[src/rtl/vga_draw_arbiter.sv]
// vga_draw_arbiter
// Shares the single VGA adapter write port among three drawing clients
// (0 = screen clear, 1 = board/tile drawer, 2 = score-bar drawer).
// Round-robin grant with a req/done handshake, a registered output mux,
// a mandatory one-cycle gap between grants and a hold watchdog that
// revokes a client which never lets go of the port.

module vga_draw_arbiter #(
    parameter int MAX_HOLD = 20000,  // longest grant in cycles; a full 160x120 clear fits
    parameter int CNT_W    = 16      // hold counter width, 2**CNT_W > MAX_HOLD
) (
    input  logic        clk,
    input  logic        reset,
    input  logic [2:0]  req,
    input  logic [2:0]  done,
    input  logic [23:0] x_in,
    input  logic [20:0] y_in,
    input  logic [8:0]  color_in,
    input  logic [2:0]  plot_in,
    output logic [2:0]  grant,
    output logic [7:0]  vga_x,
    output logic [6:0]  vga_y,
    output logic [2:0]  vga_color,
    output logic        vga_plot,
    output logic        busy,
    output logic        timeout
);

    typedef enum logic [1:0] {
        S_IDLE  = 2'd0,
        S_GRANT = 2'd1,
        S_GAP   = 2'd2
    } state_t;

    // Last hold count at which the grant may still be kept; reaching it
    // without a release revokes the grant at the following edge.
    localparam logic [CNT_W-1:0] HOLD_LAST = CNT_W'(MAX_HOLD - 1);

    state_t           state_q;
    logic [2:0]       grant_q;
    logic [1:0]       gidx_q;     // index of the granted client
    logic [1:0]       last_q;     // most recently released client
    logic [CNT_W-1:0] hold_q;
    logic [7:0]       vga_x_q;
    logic [6:0]       vga_y_q;
    logic [2:0]       vga_color_q;
    logic             vga_plot_q;
    logic             timeout_q;

    // Slice of the granted client, and next-state helpers
    logic [7:0]       sel_x;
    logic [6:0]       sel_y;
    logic [2:0]       sel_color;
    logic             sel_plot;
    logic             sel_done;
    logic             sel_req;
    logic [1:0]       pick_d;
    logic [2:0]       grant_d;
    logic [CNT_W-1:0] hold_d;
    logic             release_d;
    logic             watchdog_d;

    // Select the granted client's pixel and handshake bits.
    always_comb begin
        // NOTE: every output of a combinational block gets a default first,
        // so no path through the case leaves a value unassigned (no latch).
        sel_x     = '0;
        sel_y     = '0;
        sel_color = '0;
        sel_plot  = 1'b0;
        sel_done  = 1'b0;
        sel_req   = 1'b0;
        case (gidx_q)
            2'd0: begin
                sel_x     = x_in[7:0];
                sel_y     = y_in[6:0];
                sel_color = color_in[2:0];
                sel_plot  = plot_in[0];
                sel_done  = done[0];
                sel_req   = req[0];
            end
            2'd1: begin
                sel_x     = x_in[15:8];
                sel_y     = y_in[13:7];
                sel_color = color_in[5:3];
                sel_plot  = plot_in[1];
                sel_done  = done[1];
                sel_req   = req[1];
            end
            2'd2: begin
                sel_x     = x_in[23:16];
                sel_y     = y_in[20:14];
                sel_color = color_in[8:6];
                sel_plot  = plot_in[2];
                sel_done  = done[2];
                sel_req   = req[2];
            end
            default: ;
        endcase
    end

    // Round-robin pick: first requester after the last released client.
    always_comb begin
        pick_d = 2'd0;
        case (last_q)
            2'd0:    pick_d = req[1] ? 2'd1 : (req[2] ? 2'd2 : 2'd0);
            2'd1:    pick_d = req[2] ? 2'd2 : (req[0] ? 2'd0 : 2'd1);
            default: pick_d = req[0] ? 2'd0 : (req[1] ? 2'd1 : 2'd2);
        endcase
        grant_d    = 3'b001 << pick_d;
        hold_d     = hold_q + CNT_W'(1);
        release_d  = sel_done | ~sel_req;
        watchdog_d = (hold_q == HOLD_LAST);
    end

    // Arbiter FSM with registered grant, pixel path and status outputs.
    always_ff @(posedge clk) begin
        // NOTE: sequential state uses non-blocking assignments only, so every
        // register samples the values from before this edge.
        if (reset) begin
            state_q     <= S_IDLE;
            grant_q     <= 3'b000;
            gidx_q      <= 2'd0;
            last_q      <= 2'd2;
            hold_q      <= '0;
            vga_x_q     <= '0;
            vga_y_q     <= '0;
            vga_color_q <= '0;
            vga_plot_q  <= 1'b0;
            timeout_q   <= 1'b0;
        end else begin
            timeout_q <= 1'b0;
            case (state_q)
                S_IDLE: begin
                    vga_plot_q <= 1'b0;
                    if (|req) begin
                        grant_q <= grant_d;
                        gidx_q  <= pick_d;
                        hold_q  <= '0;
                        state_q <= S_GRANT;
                    end
                end
                S_GRANT: begin
                    // The pixel of the current cycle is forwarded even on release.
                    vga_x_q     <= sel_x;
                    vga_y_q     <= sel_y;
                    vga_color_q <= sel_color;
                    vga_plot_q  <= sel_plot;
                    if (release_d || watchdog_d) begin
                        grant_q   <= 3'b000;
                        last_q    <= gidx_q;
                        hold_q    <= '0;
                        state_q   <= S_GAP;
                        // A release in the watchdog cycle wins: no timeout pulse.
                        timeout_q <= ~release_d;
                    end else begin
                        hold_q <= hold_d;
                    end
                end
                S_GAP: begin
                    vga_plot_q <= 1'b0;
                    grant_q    <= 3'b000;
                    state_q    <= S_IDLE;
                end
                default: begin
                    vga_plot_q <= 1'b0;
                    grant_q    <= 3'b000;
                    state_q    <= S_IDLE;
                end
            endcase
        end
    end

    assign grant     = grant_q;
    assign vga_x     = vga_x_q;
    assign vga_y     = vga_y_q;
    assign vga_color = vga_color_q;
    assign vga_plot  = vga_plot_q;
    assign busy      = (state_q != S_IDLE);
    assign timeout   = timeout_q;

endmodule
[config.mk]
export PLATFORM = sky130hd
export DESIGN_NAME = vga_draw_arbiter
export DESIGN_NICKNAME = d
export VERILOG_FILES = /design/src/rtl/vga_draw_arbiter.sv
export SDC_FILE = /design/constraint.sdc
export NUM_CORES = 1
export LEC_CHECK = 0
export ABC_AREA = 1
export ABC_CLOCK_PERIOD_IN_PS = 2000
export BUFFER_PORTS_ARGS = -buffer_cell sky130_fd_sc_hd__buf_4
export CORE_AREA = 2 2 87 64
export CTS_CLUSTER_DIAMETER = 60
export DETAILED_ROUTE_END_ITERATION = 12
export DIE_AREA = 0 0 89 66
export PLACE_DENSITY = 0.77
export SYNTH_ARGS = -nofsm -noshare
export SYNTH_HDL_FRONTEND = slang
export SYNTH_SLANG_ARGS = --single-unit
[constraint.sdc]
create_clock -name clk -period 2 [get_ports clk]
set_clock_uncertainty 0.05 [all_clocks]
set_input_delay 0.4 -clock clk [delete_from_list [all_inputs] [get_ports clk]]
set_output_delay 0.4 -clock clk [all_outputs]
set_load 0.02 [all_outputs]
; ---- Word level (Yosys, flattened, before mapping)
; Index checks and enable logic that the tools add are counted.
[totals]
register_bits = 45
elab_cells = 59
output_inout_bits = 24
[classes]
addsub = 1
mux = 22
n_shift = 1
reduce_logical = 13
eq_ne = 7
n_bitwise = 5
[ops]
columns = cell, n
row1 = $mux W16, 2
row2 = $pmux W16 S2, 1
row3 = $pmux W8 S3, 1
row4 = $pmux W7 S3, 1
row5 = $add A16 B1 Y16 const B, 1
row6 = $eq A16 B15 Y1 const B, 1
row7 = $mux W2, 7
row8 = $pmux W1 S3, 3
row9 = $pmux W3 S3, 1
row10 = $pmux W2 S2, 2
row11 = $reduce_and A2 Y1, 4
row12 = $eq A2 B1 Y1 const B, 3
row13 = $logic_not A2 Y1, 3
row14 = $mux W3, 2
row15 = $pmux W3 S2, 1
row16 = $reduce_or A3 Y1, 2
row17 = $ne A2 B2 Y1 const B, 2
row18 = $not A1 Y1, 4
row19 = $reduce_bool A2 Y1, 2
row20 = $shl A1 B2 Y3 const A, 1
row21 = $eq A2 B2 Y1 const B, 1
row22 = $reduce_or A2 Y1, 1
row23 = $logic_or A1 B1 Y1, 1
row24 = $mux W1, 1
row25 = $or A1 B1 Y1, 1

; ---- Depth between registers and ports, before layout
; Gate-level depths: netlist of run 1.
[logic_depth]
word_depth = 7
depth_mapped = 11
ltp_nobuf = 10

; ---- Worst setup path after synthesis of run 1
; No wires, ideal clock.
[synth_path]
path_kind = reg-to-reg
from = register hold_q[0]
to = register hold_q[4]
t_required_ns = 1.828
period_less_slack_ns = 1.459
arrival_time_ns = 1.287
path_stages_with_launch = 10
setup_slack_ns = 0.541
path_cell_list = dfxtp_1 ha_1 nand4_1 nor2_1 nand2_1 nand2_2 nand2_2 nand3_2 buf_6 nor2_4
[synth_between]
elab_chain_cells = 4
[synth_lines]
columns = item, line_no
row1 = from (decl), 43  ; logic [CNT_W-1:0] hold_q;
row2 = from (signal assigned), 157  ; hold_q <= hold_d;
row3 = "parallel branches: the longest is 2 deep, another holds $add A16 B1 Y16", -
row4 = $mux W16 *, 149  ; if (release_d || watchdog_d) begin
row5 = $pmux W16 S2 *, 133  ; case (state_q)
; Every way passes the cells marked *.
; A chain may end at the register's enable or synchronous reset.

; ---- Worst setup path in the final report of run 1
[layout_path]
from = register gidx_q[1]
to = register grant_q[0], in the netlist grant[0]
[layout_between]
elab_chain_cells = 7
[layout_lines]
columns = item, line_no
row1 = from (decl), 41  ; logic [1:0] gidx_q;
row2 = from (signal assigned), 138  ; gidx_q <= pick_d;
row3 = "$eq A2 B2 Y1, or another cell as far along", 73  ; case (gidx_q)
row4 = $pmux W1 S3, 73
row5 = $not A1 Y1, 112  ; release_d = sel_done | ~sel_req;
row6 = $or A1 B1 Y1 *, 112
row7 = $logic_or A1 B1 Y1 *, 149
row8 = $ne A2 B2 Y1 (no source line) *, -
row9 = $reduce_and A2 Y1 (no source line) *, -
row10 = to (signal assigned), 137  ; grant_q <= grant_d;
row11 = to (decl), 40  ; logic [2:0] grant_q;
; Every way passes the cells marked *; elsewhere a longest branch is shown, timed or not.

==> metrics.csv, run 1 <==
stage;metric;value;unit
synthesis;synth_top_area_cell;dfxtp_1;
synthesis;synth_nets;409;
synthesis;ys_types;33;
timing;max_slew.worst_pin.slew;0.5474;ns
synthesis;synth_xor_xnor_area_share;2.208;%
synthesis;yosys.area_share.adder;0.5258;%
cts;htree_levels;2;
floorplanning;dieArea;0.005874;mm^2
synthesis;synth_edf_count;0;
placed_design;place_area;0.003103;mm^2
synthesis;synth_simple_gate_area_share;35.75;%
route;routedWlPerCell;12.41;um
cts;cts_sinks;45;
critical_path;cp-end-kind;flip-flop;
synthesis;yosysWarnings;0;
grt;grt_first_pass_wirelength;10.39;mm
route;drcViolationCount;0;
cells_and_area;drive_above_1_share;29.17;%
cts;cts_root_buf;clkbuf_8;
timing;period_needed;1.782;ns
placed_design;place_congestion;0.9145;
timing;rsz0062_at_grt;no;
route;drtAntennaViolNets;0;
min_path;hold_path.class;input port to flip-flop;
synthesis;synth.avg_cell_area;6.938;um^2
grt;grt_usage;22.50;%
timing;relSlewSlack;63.34;%
min_path;worstHoldStart;x_in[23];
min_path;min_to;vga_x[7];
cells_and_area;multi_input_area;0.001294;mm^2
floorplanning;initial_core_util;46.99;%
synthesis;synth_mux_area_share;0;%
synthesis;netlist_top_cells_area;dfxtp_1 38%, nand2_1 14%, nand3_1 7.4%;
cells_and_area;syn_to_final_growth;33.91;%
placed_design;io_buffer_count;88;
route;finalWirelength;6.255;mm
pwr;max-vdd-ir-drop;0.3669;mV
pwr;powerDensity;717.9;mW/mm^2
cts;cts_setup_buffers;0;
cts;cts_hold_buf;0;
critical_path;worstSetupPathType;flip-flop to flip-flop;
timing;timing.fmax;0.5611;GHz
timing;fin_hold_ws;0.3111;ns
critical_path;crit_buf_inv;1;
cells_and_area;fillers;483;
cts;clock_latency;0.30;ns
floorplanning;num_rows;22;
route;via_per_inst;5.012;
cts;clkTransAtPathRegs;0.08;ns
cells_and_area;final_nets;497;
critical_path;cp-start-kind;flip-flop;
critical_path;critPathMaxStageDelay;0.54;ns
critical_path;r2r-end;grant[0];
critical_path;r2r_slack;0.22;ns
critical_path;critPathSlowestCell;dfxtp_1;
cells_and_area;final_area;0.003187;mm^2
grt;overflow;0;
floorplanning;core;0.005065;mm^2
synthesis;syn_area;0.002380;mm^2
critical_path;crit_path_frequent_cell;nand2_1;
critical_path;worstPathMaxFanout;7;
cells_and_area;seq_area;900.9;um^2
floorplanning;die_h;66;um
synthesis;synth.cells.most_frequent;89 x nand2_1, 45 x dfxtp_1, 35 x nand3_1, 28 x a21oi_1, 27 x nor2_1;
route;dr.pass1.iters;4;
cts;cts_resized;0;
critical_path;worstPathCellList;clkinv_1, nand3_1, nand2_1, nor2_4, nor2_4, nand3_1, nand2_1, nand2_1, a21oi_1;
critical_path;reg2regPathDepth;9;
synthesis;synth_cells;343;
placed_design;hpwl;4.989;mm
timing;fin_tns_setup;0;ns
floorplanning;die_w;89;um
floorplanning;io_pins;89;
placed_design;dp_slack;0.2251;ns
cells_and_area;diodes;0;
timing;finalHoldViolations;0;
synthesis;postSynth.asyncResetShare;0;%
timing;slew_viol_final;0;
timing;layout_setup_ws;0.2177;ns
synthesis;synth.most_common_cell;nand2_1;
pwr;cellLeakagePower;1.383;nW
synthesis;ys_seq_elements;45;
critical_path;worst-endpoint-arrival;1.91;ns
cts;cts_tree;built;
grt;grt_pass1_vias;2357;
synthesis;synth_top_family_by_area;simple AND/OR/NAND/NOR gates;
cts;cts_made_buffers;5;
cells_and_area;fin_util;62.92;%
route;first_iter_violations;119;
timing;setup_violations;0;
critical_path;worstPathRequired;2.13;ns
cts;clock_path_buffers;2;
critical_path;r2r_start;gidx_q[1];
route;vias;2526;
min_path;whs_path_depth;3;
job;max-cap-violations;0;
critical_path;cpLargestDelayFamily;simple AND/OR/NAND/NOR gates;
synthesis;synth-main-ff-cell;dfxtp_1;
run_status;status;finished clean;
synthesis;synth_compound_area_share;15.88;%
grt;grt_max_degree;21;
synthesis;netlist.area_leader.share;37.85;%
synthesis;yosysSeqAreaShare;37.85;%
grt;antenna_found_initial;0;
timing;fin_crit_sh;89.11;%
-- metal layers --
| metal | part of all wire [%] | track usage, % | vias up | wire (um) |
|---|---|---|---|---|
| met2 | 46 | 36.29 | 81 | 2848 |
| met3 | 6.6 | 4.994 | 8 | 413 |
| met5 | 0 | 0 | - | 0 |
| li1 | - | - | 1302 | - |
| met1 | 47 | 30.31 | 1135 | 2918 |
| met4 | 1.2 | 6.157 | 0 | 74 |
-- placed cells by master, fill, tap and decap left out --
master / instances
a211oi_1: 1
a21oi_1: 28
a21oi_2: 1
a22o_1: 10
a31o_2: 1
buf_4: 95
clkbuf_1: 2
clkbuf_8: 5
clkinv_1: 2
clkinvlp_4: 1
dfxtp_1: 45
ha_1: 1
inv_1: 25
inv_2: 1
nand2_1: 89
nand2_2: 5
nand3_1: 35
nand3_2: 2
nand3b_1: 1
nand4_1: 6
nor2_1: 27
nor2_2: 8
nor2_4: 5
nor3_1: 5
o211ai_1: 2
o21ai_0: 17
o21ai_1: 2
o21bai_1: 1
o31ai_1: 1
or2_2: 2
xnor2_1: 1
xor2_1: 5
-- worst register-to-register path: stages (launching register included) --
cell and delay [ns]:
dfxtp_1 0.54, clkinv_1 0.21, nand3_1 0.10, nand2_1 0.09, nor2_4 0.12, nor2_4 0.05
nand3_1 0.21, nand2_1 0.16, nand2_1 0.09, a21oi_1 0.06
-- where the power goes --
| group | internal [mW] | switching [mW] | total [mW] |
|---|---|---|---|
| logic | 0.308 | 0.419 | 0.727 |
| registers | 0.965 | 0.0461 | 1.01 |
| clock network | 0.248 | 0.303 | 0.550 |
| total | 1.52 | 0.768 | 2.29 |
-- sequential cells by signal, summed over array words and instances (netlist names) --
name,cells
vga_y,7
timeout,1
vga_color,3
last_q,2
hold_q,16
gidx_q,2
vga_x,8
vga_plot,1
grant,3
state_q,2
-- stage by stage --
stage | power (mW) | cells
after floorplan | 1.477 | 343
after global placement | 1.741 | 496
after detailed placement | 1.757 | 496
after CTS | 2.305 | 504
after global routing | 2.435 | 504
final | 2.288 | 504
-- cell families (layout without fill, tap and decap cells) --
logic type / after synthesis / after routing
adders and majority gates: 1 / 1
and+or+nand+nor: 185 / 185
buffers and inverters: 42 / 131
DFF: 45 / 45
AOI/OAI and AO/OA: 64 / 64
xor gates and xnor gates: 6 / 6
-- worst max-delay path by stage --
stage | start | end | slack, ns | cells after the start
6_report | gidx_q[1] | grant[0] | 0.22 | 9
3_3_place_gp | done[1] | hold_q[3] | 0.32 | 8
2_1_floorplan | hold_q[0] | hold_q[4] | 0.54 | 9
4_1_cts | gidx_q[1] | hold_q[3] | 0.22 | 9
5_1_grt | hold_q[1] | grant[0] | 0.07 | 8
3_5_place_dp | gidx_q[1] | hold_q[3] | 0.23 | 9
-- cell type report --
cell class | instances | share of cell area, %
Inverter | 28 | 3.298
Tap cell | 72 | 2.827
Clock inverter | 1 | 0.2356
Clock buffer | 7 | 2.395
Sequential cell | 45 | 28.27
Multi-Input combinational cell | 256 | 40.60
Timing Repair Buffer | 95 | 22.38
Power figures use the tool's default switching activity.
==> run 2, diff against run 1 <==
CORE_AREA = 2 2 108 79   (was 2 2 87 64)
DIE_AREA = 0 0 110 81   (was 0 0 89 66)
PLACE_DENSITY = 0.54   (was 0.77)
RECOVER_POWER = 25   (was unset)
==> run 2 against run 1 <==
  * Clock power rose by 3%
  * Routed wire length rose by 6.4%
  * Via count fell by 1.0%
  * Register-to-register slack got worse by 0.05 ns
  * Fmax fell by 2.5%
  * Worst setup slack got worse by 0.046 ns
  * First-iteration DRC count fell by 2.5%
  * Count of clock-buffer cells in the layout did not move
  * Hold slack improved by 0.0066 ns
  * Die area rose by 52%
  * Critical path type unchanged
  * Critical endpoint is now vga_x[1]
  * Largest cell class unchanged
==> metrics.csv, run 2 (synthesis gave the netlist of run 1 again) <==
stage;metric;value;unit;change
route;dr.pass1.iters;4;;unchanged
cts;clock_path_buffers;2;;unchanged
critical_path;r2r_slack;0.17;ns;-0.05 ns
timing;rsz0062_at_grt;no;;
critical_path;cpLargestDelayFamily;compound AO/OA/AOI/OAI gates;;
critical_path;crit_buf_inv;1;;unchanged
run_status;status;finished clean;;
critical_path;crit_end;vga_x[1];;
floorplanning;core;0.008023;mm^2;+58%
floorplanning;num_rows;28;;+27%
cells_and_area;final_nets;497;;unchanged
cells_and_area;syn_to_final_growth;33.23;%;
timing;fin_crit_sh;91.40;%;+2.3 points
critical_path;critPathMaxStageDelay;0.67;ns;+0.13 ns
route;first_iter_violations;116;;-2.5%
cts;cts_setup_buffers;0;;unchanged
cts;clock_latency;0.29;ns;about the same
placed_design;hpwl;5.340;mm;+7.0%
cells_and_area;regMostFlops;hold_q;;
critical_path;worstPathRequired;2.09;ns;-0.04 ns
critical_path;r2r_start;gidx_q[1];;
cts;clkTransAtPathRegs;0.08;ns;about the same
critical_path;crit_path_start;gidx_q[1];;
cts;cts_tree;built;;
pwr;powerDensity;719.4;mW/mm^2;+0.22%
critical_path;worstPathCellList;clkinv_1, o211ai_1, o21ai_0;;
critical_path;worst-endpoint-arrival;1.92;ns;about the same
cells_and_area;layout_common_cells;89 x nand2_1, 79 x buf_4, 45 x dfxtp_1, 35 x nand3_1, 28 x a21oi_1;;
placed_design;place_area;0.003144;mm^2;+1.3%
critical_path;worstSetupPathType;flip-flop to flip-flop;;
route;drcViolationCount;0;;unchanged
min_path;hold_path.class;input port to flip-flop;;
critical_path;worstPathMaxFanout;11;;+4
cts;htree_levels;2;;unchanged
route;via_per_inst;4.664;;-6.9%
timing;slew_viol_final;0;;unchanged
cts;cts_resized;0;;unchanged
placed_design;dp_slack;0.1607;ns;-0.06435 ns
cts;cts_sinks;45;;unchanged
timing;max_slew.worst_pin.slew;0.7896;ns;+0.2422 ns
job;max-cap-violations;0;;unchanged
grt;grt_max_degree;21;;unchanged
placed_design;io_buffer_count;88;;unchanged
cells_and_area;seq_area;900.9;um^2;unchanged
placed_design;place_congestion;0.8548;;-6.5%
cells_and_area;final_area;0.003171;mm^2;-0.51%
route;drtAntennaViolNets;0;;unchanged
cells_and_area;layout_commonest_cell;nand2_1;;
timing;fin_tns_setup;0;ns;unchanged
grt;overflow;0;;unchanged
floorplanning;io_pins;89;;unchanged
floorplanning;die_h;81;um;+23%
pwr;max-vdd-ir-drop;0.3189;mV;-13%
cts;cts_hold_buf;0;;unchanged
timing;layout_setup_ws;0.1719;ns;-0.04579 ns
critical_path;cp-end-kind;flip-flop;;
critical_path;crit_cells;3;;-6
timing;relSlewSlack;47.13;%;-16 points
timing;finalHoldViolations;0;;unchanged
cells_and_area;multi_input_area;0.001294;mm^2;unchanged
route;routedWlPerCell;12.42;um;about the same
pwr;power;2.281;mW;-0.29%
grt;antenna_found_initial;0;;unchanged
cells_and_area;largest_register_ffs;16;;unchanged
grt;grt_pass1_vias;2272;;-3.6%
cells_and_area;diodes;0;;unchanged
route;finalWirelength;6.657;mm;+6.4%
timing;period_needed;1.828;ns;+0.04579 ns
floorplanning;dieArea;0.008910;mm^2;+52%
critical_path;reg2regPathDepth;3;;-6
cells_and_area;fillers;865;;+79%
floorplanning;initial_core_util;29.66;%;-17 points
timing;setup_violations;0;;unchanged
critical_path;critPathSlowestCell;o211ai_1;;
cts;cts_made_buffers;5;;unchanged
cts;cts_root_buf;clkbuf_8;;
cells_and_area;drive_above_1_share;25.52;%;-3.6 points
critical_path;r2r-end;vga_x[1];;
grt;grt_usage;15.83;%;-6.7 points
route;vias;2500;;-1.0%
critical_path;cp-start-kind;flip-flop;;
grt;grt_first_pass_wirelength;11.14;mm;+7.2%
floorplanning;die_w;110;um;+24%
timing;timing.fmax;0.5470;GHz;-2.5%
pwr;cellLeakagePower;1.323;nW;-4.4%
## run 2: cell types whose count changed in the layout (fill, tap and decap cells not counted), sizes merged
cell | previous run | this run
clkbuf | 7 | 23
clkinvlp | 1 | 0
buf | 95 | 79
## run 2: metal layers
layer	part of all wire [%]	GRT usage, %
met5	0	0
met4	1.2	3.797
met3	5.7	3.531
met2	39	21.72
met1	54	24.51
## run 2: worst min path at each step
stage | startpoint | to | slack (ns) | cells past startpoint
6_report | x_in[23] | vga_x[7] | 0.32 | 3
4_1_cts | x_in[23] | vga_x[7] | 0.32 | 3
5_1_grt | y_in[20] | vga_y[6] | 0.33 | 3
3_3_place_gp | vga_x[6] | vga_x[6] | 0.40 | 2
2_1_floorplan | hold_q[0] | hold_q[0] | 0.41 | 2
3_5_place_dp | grant[0] | grant[0] | 0.41 | 2
## run 2: report_power, final
group | switching, mW | internal, mW
clock | 0.290 | 0.275
sequential | 0.0484 | 0.965
combinational | 0.422 | 0.281
## run 2: area by class of cell
| class | count | area share [%] |
|---|---|---|
| Clock buffer | 7 | 2.723 |
| Inverter | 28 | 3.315 |
| Multi-Input combinational cell | 256 | 40.81 |
| Sequential cell | 45 | 28.41 |
| Tap cell | 105 | 4.144 |
| Timing Repair Buffer | 95 | 20.60 |
## run 2: worst register-to-register path, stage by stage, from the launching register on
cell and delay [ns]:
dfxtp_1 0.53, clkinv_1 0.20, o211ai_1 0.67, o21ai_0 0.22
## run 2: per-stage QoR
step / instances / util, % / hold WS [ns]
floorplan: 343 / - / 0.4104
CTS: 536 / 40.27 / 0.3157
global placement: 529 / 39.19 / 0.4035
global route: 536 / 39.52 / 0.3327
detailed placement: 529 / 39.19 / 0.4080
finish: 536 / 39.52 / 0.3178
==> run 3, diff against run 2 <==
MAX_ROUTING_LAYER = met4   (was unset)
==> run 3 against run 2 <==
  * Routed wire length up 0.11%
  * Worst setup slack better by 0.0034 ns
  * Critical path type unchanged
  * Critical path depth unchanged
  * Combinational power about the same
==> metrics.csv, run 3 (synthesis gave the netlist of run 1 again) <==
stage;metric;value;unit;change
run_status;status;finished clean;;
cells_and_area;fillers;865;;unchanged
timing;timing.fmax;0.5480;GHz;+0.18%
critical_path;crit_end;vga_x[1];;
critical_path;r2r_slack;0.18;ns;about the same
pwr;cellLeakagePower;1.323;nW;unchanged
critical_path;worstPathMaxFanout;11;;unchanged
critical_path;crit_path_start;gidx_q[1];;
grt;grt_usage;16.29;%;+0.46 points
cts;clock_latency;0.29;ns;about the same
cts;cts_sinks;45;;unchanged
floorplanning;die_w;110;um;unchanged
timing;fin_tns_setup;0;ns;unchanged
route;first_iter_violations;104;;-10%
grt;grt_max_degree;21;;unchanged
timing;fin_crit_sh;91.23;%;-0.17 points
critical_path;r2r-end;vga_x[1];;
cts;cts_made_buffers;5;;unchanged
route;dr.pass1.iters;4;;unchanged
cells_and_area;drive_above_1_share;25.52;%;unchanged
timing;finalHoldViolations;0;;unchanged
route;routedWlPerCell;12.43;um;+0.11%
floorplanning;io_pins;89;;unchanged
grt;grt_pass1_vias;2274;;+0.088%
cells_and_area;largest_register_ffs;16;;unchanged
cts;clock_path_buffers;2;;unchanged
timing;max_slew.worst_pin.slew;0.7841;ns;-0.005551 ns
placed_design;hpwl;5.340;mm;unchanged
route;vias;2496;;-0.16%
cts;htree_levels;2;;unchanged
floorplanning;initial_core_util;29.66;%;unchanged
critical_path;reg2regPathDepth;3;;unchanged
cells_and_area;final_nets;497;;unchanged
critical_path;worst-endpoint-arrival;1.91;ns;about the same
critical_path;cp-start-kind;flip-flop;;
cts;cts_setup_buffers;0;;unchanged
cells_and_area;final_area;0.003171;mm^2;unchanged
timing;setup_violations;0;;unchanged
cells_and_area;layout_common_cells;89 x nand2_1, 79 x buf_4, 45 x dfxtp_1, 35 x nand3_1, 28 x a21oi_1;;
cts;cts_resized;0;;unchanged
pwr;powerDensity;718.6;mW/mm^2;-0.12%
cells_and_area;diodes;0;;unchanged
floorplanning;dieArea;0.008910;mm^2;unchanged
route;via_per_inst;4.657;;-0.16%
timing;period_needed;1.825;ns;-0.003369 ns
cts;cts_tree;built;;
pwr;max-vdd-ir-drop;0.3188;mV;about the same
cells_and_area;syn_to_final_growth;33.23;%;unchanged
route;drtAntennaViolNets;0;;unchanged
route;finalWirelength;6.664;mm;+0.11%
critical_path;worstSetupPathType;flip-flop to flip-flop;;
grt;grt_first_pass_wirelength;11.13;mm;about the same
cts;cts_hold_buf;0;;unchanged
placed_design;place_area;0.003144;mm^2;unchanged
grt;antenna_found_initial;0;;unchanged
timing;relSlewSlack;47.50;%;+0.37 points
route;drcViolationCount;0;;unchanged
timing;slew_viol_final;0;;unchanged
placed_design;place_congestion;0.8684;;+1.6%
floorplanning;core;0.008023;mm^2;unchanged
placed_design;io_buffer_count;88;;unchanged
job;max-cap-violations;0;;unchanged
pwr;power;2.278;mW;-0.12%
cts;cts_root_buf;clkbuf_8;;
grt;overflow;0;;unchanged
critical_path;cp-end-kind;flip-flop;;
critical_path;r2r_start;gidx_q[1];;
min_path;hold_path.class;input port to flip-flop;;
floorplanning;num_rows;28;;unchanged
cells_and_area;multi_input_area;0.001294;mm^2;unchanged
timing;fin_hold_ws;0.3197;ns;+0.001883 ns
cells_and_area;seq_area;900.9;um^2;unchanged
critical_path;worstPathRequired;2.09;ns;about the same
cells_and_area;regMostFlops;hold_q;;
cts;clkTransAtPathRegs;0.08;ns;about the same
timing;rsz0062_at_grt;no;;
floorplanning;die_h;81;um;unchanged
cells_and_area;layout_commonest_cell;nand2_1;;
[run 3: cell type report]
| class | count | area share, % |
|---|---|---|
| sequential | 45 | 28.41 |
| timing repair buffer | 95 | 20.60 |
| multi-input combinational | 256 | 40.81 |
| tap | 105 | 4.144 |
| inverter | 28 | 3.315 |
| clock buffer | 7 | 2.723 |
[run 3: worst min-delay path by stage]
stage | start | slack [ns] | cells after the start | endpoint
2_1_floorplan | hold_q[0] | 0.41 | 2 | hold_q[0]
3_3_place_gp | vga_x[6] | 0.40 | 2 | vga_x[6]
3_5_place_dp | grant[0] | 0.41 | 2 | grant[0]
4_1_cts | x_in[23] | 0.32 | 3 | vga_x[7]
5_1_grt | y_in[20] | 0.33 | 3 | vga_y[6]
6_report | x_in[23] | 0.32 | 3 | vga_x[7]
[run 3: worst max-delay path, cell delays in order, from the launching register on]
cell and delay [ns]:
dfxtp_1 0.53, clkinv_1 0.20, o211ai_1 0.67, o21ai_0 0.22
[run 3: report_power, final]
group / leakage, nW / switching (mW) / internal [mW]
sequential: 0.366 / 0.0484 / 0.965
combinational: 0.912 / 0.422 / 0.281
clock: 0.0443 / 0.287 / 0.274
[run 3: stage by stage]
stage	std cells	util, %	setup WS, ns
2_1_floorplan	343	-	0.5411
3_3_place_gp	529	39.19	0.2417
3_5_place_dp	529	39.19	0.1607
4_1_cts	536	40.27	0.1504
5_1_grt	536	39.52	0.02254
6_report	536	39.52	0.1753
[run 3: layer usage]
| metal | up-vias | track usage (%) | share of wire (%) |
|---|---|---|---|
| met3 | 10 | 3.050 | 5.4 |
| li1 | 1307 | - | - |
| met2 | 57 | 21.72 | 40 |
| met5 | - | - | 0 |
| met1 | 1122 | 24.81 | 54 |
| met4 | 0 | 3.797 | 1.2 |
